## config.mk

```make
export PLATFORM = sky130hd
export DESIGN_NAME = regs_wb_arbiter
export DESIGN_NICKNAME = d
export VERILOG_FILES = /design/src/rtl/regs_wb_arbiter.sv
export SDC_FILE = /design/constraint.sdc
export NUM_CORES = 1
export LEC_CHECK = 0
export ABC_AREA = 0
export BUFFER_PORTS_ARGS = -buffer_cell sky130_fd_sc_hd__buf_2
export CAP_MARGIN = 20
export CORE_MARGIN = 4
export CORE_UTILIZATION = 50
export CTS_BUF_LIST = sky130_fd_sc_hd__clkbuf_4
export CTS_CLUSTER_SIZE = 14
export DETAILED_ROUTE_END_ITERATION = 10
export PLACE_DENSITY = 0.78
export SLEW_MARGIN = 20
export SYNTH_ARGS = -nofsm -noshare
export SYNTH_HDL_FRONTEND = slang
export SYNTH_SLANG_ARGS = --single-unit
```

## constraint.sdc

```tcl
create_clock -name i_clk -period 4.2 [get_ports i_clk]
set_clock_uncertainty 0.2 [all_clocks]
set_input_delay 0.84 -clock i_clk [delete_from_list [all_inputs] [get_ports i_clk]]
set_output_delay 0.84 -clock i_clk [all_outputs]
set_load 0.05 [all_outputs]
```

## src/rtl/regs_wb_arbiter.sv

```systemverilog
// regs_wb_arbiter: arbitrates the single register-file write port between ALU
// writebacks (no back-pressure, always win the port) and load writebacks
// (valid/ready, buffered in a small FIFO). Queued entries are invalidated by
// younger ALU writes to the same register, forwarded to two read ports, and a
// stall request is raised when the queue head has been starved too long.
//
// Ports:
//   i_clk, i_rst                       clock, synchronous active-high reset
//   i_alu_valid/addr/data              ALU writeback request
//   i_mem_valid/addr/data, o_mem_ready load writeback request (handshake)
//   o_write_en/addr/data               register-file write port
//   i_rd_addrN, o_fwd_hitN, o_fwd_dataN  queue forwarding for read port N
//   o_alu_stall                        request to withhold ALU writebacks
//   o_proto_err                        sticky: ALU write seen while stalled
module regs_wb_arbiter #(
    parameter int unsigned XLEN         = 32,
    parameter int unsigned ADDR_W       = 5,
    parameter int unsigned DEPTH        = 2,
    parameter int unsigned STARVE_LIMIT = 4
) (
    input  logic              i_clk,
    input  logic              i_rst,
    input  logic              i_alu_valid,
    input  logic [ADDR_W-1:0] i_alu_addr,
    input  logic [XLEN-1:0]   i_alu_data,
    input  logic              i_mem_valid,
    output logic              o_mem_ready,
    input  logic [ADDR_W-1:0] i_mem_addr,
    input  logic [XLEN-1:0]   i_mem_data,
    output logic              o_write_en,
    output logic [ADDR_W-1:0] o_write_addr,
    output logic [XLEN-1:0]   o_write_data,
    input  logic [ADDR_W-1:0] i_rd_addr1,
    output logic              o_fwd_hit1,
    output logic [XLEN-1:0]   o_fwd_data1,
    input  logic [ADDR_W-1:0] i_rd_addr2,
    output logic              o_fwd_hit2,
    output logic [XLEN-1:0]   o_fwd_data2,
    output logic              o_alu_stall,
    output logic              o_proto_err
);

    localparam int unsigned PTR_W = (DEPTH > 1) ? $clog2(DEPTH) : 1;
    localparam int unsigned CNT_W = $clog2(DEPTH + 1);
    localparam int unsigned STV_W = $clog2(STARVE_LIMIT + 1);

    typedef enum logic {StRun, StStall} state_e;

    logic              r_valid [DEPTH];
    logic [ADDR_W-1:0] r_addr  [DEPTH];
    logic [XLEN-1:0]   r_data  [DEPTH];
    logic [PTR_W-1:0]  r_head;
    logic [PTR_W-1:0]  r_tail;
    logic [CNT_W-1:0]  r_count;
    logic [STV_W-1:0]  r_starve;
    logic              r_proto_err;
    state_e            r_state;

    state_e            w_state_nxt;
    logic [STV_W-1:0]  w_starve_nxt;
    logic [PTR_W-1:0]  w_slot [DEPTH];
    logic              w_alu_wr;
    logic              w_empty;
    logic              w_head_live;
    logic              w_push;
    logic              w_push_valid;
    logic              w_pop;
    logic              w_blocked;

    assign w_alu_wr    = !i_rst && i_alu_valid && (i_alu_addr != '0);
    assign w_empty     = (r_count == '0);
    assign w_head_live = !w_empty && r_valid[r_head];
    assign o_mem_ready = (r_count < CNT_W'(DEPTH));
    assign w_push      = !i_rst && i_mem_valid && o_mem_ready && (i_mem_addr != '0);
    // A load accepted alongside an ALU write to the same register is the older
    // write, so it enters the queue already dead.
    assign w_push_valid = !(w_alu_wr && (i_alu_addr == i_mem_addr));
    // Dead heads drain freely; live heads only when the ALU leaves the port idle.
    assign w_pop       = !i_rst && !w_empty && (!r_valid[r_head] || !w_alu_wr);
    assign w_blocked   = w_head_live && w_alu_wr;

    // Write port: ALU first, otherwise the live queue head.
    always_comb begin
        o_write_en   = 1'b0;
        o_write_addr = '0;
        o_write_data = '0;
        if (w_alu_wr) begin
            o_write_en   = 1'b1;
            o_write_addr = i_alu_addr;
            o_write_data = i_alu_data;
        end else if (!i_rst && w_head_live) begin
            o_write_en   = 1'b1;
            o_write_addr = r_addr[r_head];
            o_write_data = r_data[r_head];
        end
    end

    // Slot holding the i-th oldest entry; DEPTH is a power of two so it wraps.
    always_comb begin
        for (int unsigned i = 0; i < DEPTH; i++) begin
            w_slot[i] = r_head + PTR_W'(i);
        end
    end

    // Scan oldest to youngest so the youngest matching entry wins.
    always_comb begin
        o_fwd_hit1  = 1'b0;
        o_fwd_data1 = '0;
        o_fwd_hit2  = 1'b0;
        o_fwd_data2 = '0;
        for (int unsigned i = 0; i < DEPTH; i++) begin
            if ((CNT_W'(i) < r_count) && r_valid[w_slot[i]]) begin
                if ((i_rd_addr1 != '0) && (r_addr[w_slot[i]] == i_rd_addr1)) begin
                    o_fwd_hit1  = 1'b1;
                    o_fwd_data1 = r_data[w_slot[i]];
                end
                if ((i_rd_addr2 != '0) && (r_addr[w_slot[i]] == i_rd_addr2)) begin
                    o_fwd_hit2  = 1'b1;
                    o_fwd_data2 = r_data[w_slot[i]];
                end
            end
        end
    end

    // Starvation counter saturates at the limit while stalled.
    always_comb begin
        w_starve_nxt = r_starve;
        if (w_pop || w_empty) begin
            w_starve_nxt = '0;
        end else if (w_blocked && (r_starve < STV_W'(STARVE_LIMIT))) begin
            w_starve_nxt = r_starve + 1'b1;
        end
    end

    always_ff @(posedge i_clk) begin
        if (i_rst) begin
            r_head      <= '0;
            r_tail      <= '0;
            r_count     <= '0;
            r_starve    <= '0;
            r_proto_err <= 1'b0;
            for (int unsigned i = 0; i < DEPTH; i++) begin
                r_valid[i] <= 1'b0;
                r_addr[i]  <= '0;
                r_data[i]  <= '0;
            end
        end else begin
            for (int unsigned i = 0; i < DEPTH; i++) begin
                if (w_alu_wr && (r_addr[i] == i_alu_addr)) begin
                    r_valid[i] <= 1'b0;
                end
            end
            if (w_pop) begin
                r_valid[r_head] <= 1'b0;
                r_head          <= r_head + 1'b1;
            end
            if (w_push) begin
                r_valid[r_tail] <= w_push_valid;
                r_addr[r_tail]  <= i_mem_addr;
                r_data[r_tail]  <= i_mem_data;
                r_tail          <= r_tail + 1'b1;
            end
            r_count     <= r_count + CNT_W'(w_push) - CNT_W'(w_pop);
            r_starve    <= w_starve_nxt;
            r_proto_err <= r_proto_err || (i_alu_valid && o_alu_stall);
        end
    end

    // Stall FSM: state register.
    always_ff @(posedge i_clk) begin
        if (i_rst) begin
            r_state <= StRun;
        end else begin
            r_state <= w_state_nxt;
        end
    end

    // Stall FSM: next state. Leaving STALL needs the starved head to pop.
    always_comb begin
        w_state_nxt = r_state;
        case (r_state)
            StRun:   if (w_starve_nxt == STV_W'(STARVE_LIMIT)) w_state_nxt = StStall;
            StStall: if (w_pop) w_state_nxt = StRun;
            default: w_state_nxt = StRun;
        endcase
    end

    // Stall FSM: outputs.
    always_comb begin
        o_alu_stall = (r_state == StStall);
    end

    assign o_proto_err = r_proto_err;

endmodule
```

Word level (Yosys, flattened, before mapping). Memory sizes are Yosys's and may differ from the RTL's. A register that Yosys moved wholly into a read port is not among the register bits. Index checks and enable logic that the tools add are counted.

Register bits: 9. Bits in writable memories: 76. Output and inout port bits: 107. Memories: 3. Bits of input ports: 88.

Bitwise operators: 3. Reduce and logical (&&, ||, !) cells: 36. Muxes and demuxes: 55. Add/subtract/negate cells: 5. Equality and inequality tests: 8. Order comparisons: 4.

Memory list: r_data (depth 2, width 32, read ports 2, clocked after memory_dff 1, write ports 2, RTL line 51) `logic [XLEN-1:0] r_data [DEPTH];`; r_addr (depth 2, width 5, read ports 4, clocked after memory_dff 1, write ports 2, RTL line 50) `logic [ADDR_W-1:0] r_addr [DEPTH];`; r_valid (depth 2, width 1, read ports 2, clocked after memory_dff 1, write ports 4, RTL line 49) `logic r_valid [DEPTH];`.

Operator list (number): $mux 32 (11); $mux 1 (38); $eq 5x5->1 (7); $reduce_or 32->1 (1); $logic_and 1x1->1 (21); $reduce_bool 5->1 (4); $mux 5 (3); $mux 3 (2); $logic_not 1->1 (5); $reduce_or 5->1 (1); $lt 1x2->1 const A (2); $add 3x1->3 const B (1); $eq 3x3->1 const B (1); $logic_or 1x1->1 (3); $lt 3x3->1 const B (1); $add 1x1->1 const B (2); $add 2x1->2 (1); $logic_not 2->1 (1); $lt 2x2->1 const B (1); $or 1x1->1 (2); $pmux 1 s2 (1); $sub 2x1->2 (1); $not 1->1 (1).

Longest topological paths before layout.
Depth after elaboration: 11. Gate-level depth with buffers: 9. Gate-level depth less buffers: 8.

Worst setup path before layout. Ideal clock, no wire load.

Path type: in2out. Start: input port i_alu_addr[1]. End: output port o_write_addr[0]. Data required time: 3.160 ns. Stages: 6. Path buffers: 2. Setup slack: -0.202 ns. Arrival: 3.362 ns. Path through: or4_1 o21a_1 or3_1 buf_2 clkbuf_1 o21ai_0.

Cells in the longest elaborated chain, start to end: 3.

RTL lines: start, declared (RTL line 24) `input logic [ADDR_W-1:0] i_alu_addr,`; $reduce_bool 5->1 (RTL line 70) `assign w_alu_wr = !i_rst && i_alu_valid && (i_alu_addr != '0);`; $logic_and 1x1->1 (RTL line 70); $mux 5 (RTL line 87) `if (w_alu_wr) begin`; end, declared (RTL line 31) `output logic [ADDR_W-1:0] o_write_addr,`.

Every way passes these cells.

Worst setup path after layout.
Start: register r_head. End: output port o_fwd_data1[28].

Cells in the longest elaborated chain, start to end: 6.

RTL lines: start, declared (RTL line 52) `logic [PTR_W-1:0] r_head;`; start signal, assigned (RTL line 155) `r_head <= r_head + 1'b1;`; $add 1x1->1 (*) (RTL line 101) `w_slot[i] = r_head + PTR_W'(i);`; $mem_v2 2x5; $eq 5x5->1 (RTL line 113) `if ((i_rd_addr1 != '0) && (r_addr[w_slot[i]] == i_rd_addr1)) begin`; $logic_and 1x1->1 (RTL line 113); $mux 32 (RTL line 113); $mux 32 (*) (RTL line 112) `if ((CNT_W'(i) < r_count) && r_valid[w_slot[i]]) begin`; end, declared (RTL line 35) `output logic [XLEN-1:0] o_fwd_data1,`.

Every way passes the cells marked *; elsewhere a longest branch is shown, timed or not.

==> results.toml <==
[logic_synthesis]
synth_top_area_share = 0.368
synthTopCellsByCount = "mux2i_1, edfxtp_1, and2_1, nand3b_1, nand2_1"
synth_nets = 690
synth.area.top_cells = "edfxtp_1, mux2i_1, and2_1"
avgSynthCellArea_sq_um = 10.4
post-synth-top-area-cell = "edfxtp_1"
ys_warn_count = 0
synth-main-ff-cell = "edfxtp_1"
synth_cells = 599
ys_ff_latch = 86
yosys.cell_types.count = 37
synth-edff-count = 76
netlist_area_sq_um = 6200
synthArstFlopShare = 0
yosysMostFrequentCell = "mux2i_1"
ys_seq_area_frac = 0.400

[floorplanning]
die_y_um = 119
initial_core_util = 0.514
fp.dieArea_sq_um = 14300
die_w_um = 119
ios = 195
rows = 40
core_sq_um = 12100

[hold_path]
hold_end = "o_proto_err"
worstHoldPathType = "flip-flop to flip-flop"
hold_depth = 2
hp-start = "o_proto_err"

[job]
maxCapViolCount = 0

[setup_path]
worstSetupPathType = "flip-flop to output port"
worst_ep_required_time_ns = 3.16
timing.rr.end = "r_count[0]"
critPathLaunchType = "flip-flop"
reg2reg_slack_ns = 1.60
endpoint_kind = "output port"
critPathLaunch = "r_head"
crit_fanout = 18
worstPathArrival_ns = 3.07
rr_worst_depth = 6

[power_and_ir_drop]
p_per_area_nw_per_um2 = 366
power.leakage_nw = 3.49
peakVddDrop_mv = 0.167

[global_routing]
track_usage = 0.249
first_global_vias = 5583
grt_max_degree = 38
grt_antenna_before_repair = 1
grt_pass1_wl_mm = 28.4
grt_overflow_total = 0

[final_layout]
drive_gt1_frac = 0.323
area_growth_pct = 21.7
final_cell_count_no_fill = 954
design_area_sq_um = 7550
nNetsFinal = 872
n_antenna_cell = 0

[clock_tree]
cts_sinks = 86
htreeDepth = 3
clkLatencyLatePin_ns = 0.43
cts_tree = "built"
numCtsBuffers = 9
hold_buffers = 0
cts_root_buf = "clkbuf_4"
clk_pin_slew_ns = 0.15
clockBufferDepth = 2

[route]
wl_per_cell_um = 18.9
drt_iter0_drc = 388
firstDrtPassIters = 5
drt_wl_total_mm = 18.1
viasPerCell = 5.60
drcViolationCount = 0
final_antenna_net_count = 0
num_vias = 5346

[run_status]
status = "complete, no violations"

[placement]
placed_cells = 937
placed_area_sq_um = 7340
hpwl_mm = 13.2
port_buffers = 194
pre_cts_ws_ns = 0.116
gp_congestion = 0.859

[sta]
fmax_mhz = 243
slew_headroom = 0.487
hold_viol = 0
setup_viol = 0
setup-tns-final_ns = 0
post-route-period-util = 0.978
tightestPinTransition_ns = 0.764
worst_slack_ns = 0.0909
min_period_ns = 4.11
slew_viol_final = 0
cell usage in the layout (no fill, tap or decap), types with 3 or more instances in the layout:
| cell type | instances |
|---|---|
| and2_1 | 75 |
| buf_2 | 191 |
| buf_4 | 23 |
| clkbuf_4 | 12 |
| dfxtp_1 | 8 |
| edfxtp_1 | 76 |
| ha_1 | 3 |
| inv_1 | 5 |
| inv_6 | 3 |
| mux2_2 | 3 |
| mux2i_1 | 133 |
| mux2i_2 | 3 |
| nand2_1 | 43 |
| nand3_1 | 6 |
| nand3b_1 | 62 |
| nor2_1 | 13 |
| nor2_2 | 4 |
| nor2b_1 | 4 |
| nor3_1 | 4 |
| nor4_1 | 3 |
| o211ai_1 | 3 |
| o21ai_0 | 36 |
| o21ai_1 | 3 |
| or2_2 | 3 |
| or4_1 | 4 |
| xnor2_1 | 24 |
| xor2_1 | 15 |
worst max path at each step:
stage / to / slack [ns] / depth (start not counted)
floorplan: o_write_addr[0] / -0.20 / 6
global placement: o_fwd_data2[29] / 0.17 / 8
detailed placement: o_fwd_data2[28] / 0.12 / 8
CTS: o_fwd_data2[11] / 0.03 / 7
global route: o_fwd_data1[28] / -0.01 / 7
finish: o_fwd_data1[28] / 0.09 / 7
registers in the layout, summed over array words and instances, names as in the netlist, named ones only:
| name | cells |
|---|---|
| o_proto_err | 1 |
| r_starve | 3 |
| r_data | 64 |
| r_addr | 10 |
| r_head | 1 |
| o_alu_stall | 1 |
| r_tail | 1 |
| r_valid | 2 |
| r_count | 2 |
metrics by stage:
step                      total power [W]   util  hold WS, ns
after global placement            0.00217  0.608        0.246
after floorplan                   0.00189      -        0.277
final                             0.00276  0.626        0.281
after detailed placement          0.00220  0.608        0.252
after global routing              0.00289  0.626        0.319
after CTS                         0.00275  0.623        0.289
worst max-delay path: stages (launching register included):
cell,delay [ns]
dfxtp_4,0.47
mux2i_2,0.33
xor2_1,0.19
nand4_1,0.11
or4_2,0.73
buf_4,0.27
mux2i_1,0.24
buf_2,0.30
kinds of logic after synthesis:
family	synth area share
AOI/OAI and AO/OA	0.0466
xor gates and xnor gates	0.0551
adders and majority gates	0.00605
buffers and inverters	0.0426
DFF	0.400
muxes	0.230
and+or+nand+nor	0.219
repair_timing:
item,CTS,global route
cloned,0,0
pin swaps,1,0
setup buffers,1,0
resized for setup,0,9
setup endpoints to repair,17,52
area by class of cell:
type	count	area (sq um)
Tap cell	168	210
Multi-Input combinational cell	462	3510
Clock buffer	9	67.6
Inverter	5	18.8
Sequential cell	86	2490
Fill cell	983	4510
Clock inverter	7	101
Timing Repair Buffer	217	1150
per-layer routing:
layer | track usage | up-vias | routed length (um)
li1 | - | 2514 | -
met1 | 0.312 | 2548 | 7290
met2 | 0.429 | 246 | 9030
met3 | 0.0579 | 36 | 1360
met4 | 0.0744 | 2 | 354
met5 | 0 | - | 20
report_power, final:
part,switching [W],internal [W]
logic,0.000684,0.000405
registers,0.0000805,0.00104
clock network,0.000306,0.000247
total,0.00107,0.00169
Power figures use the tool's default switching activity.
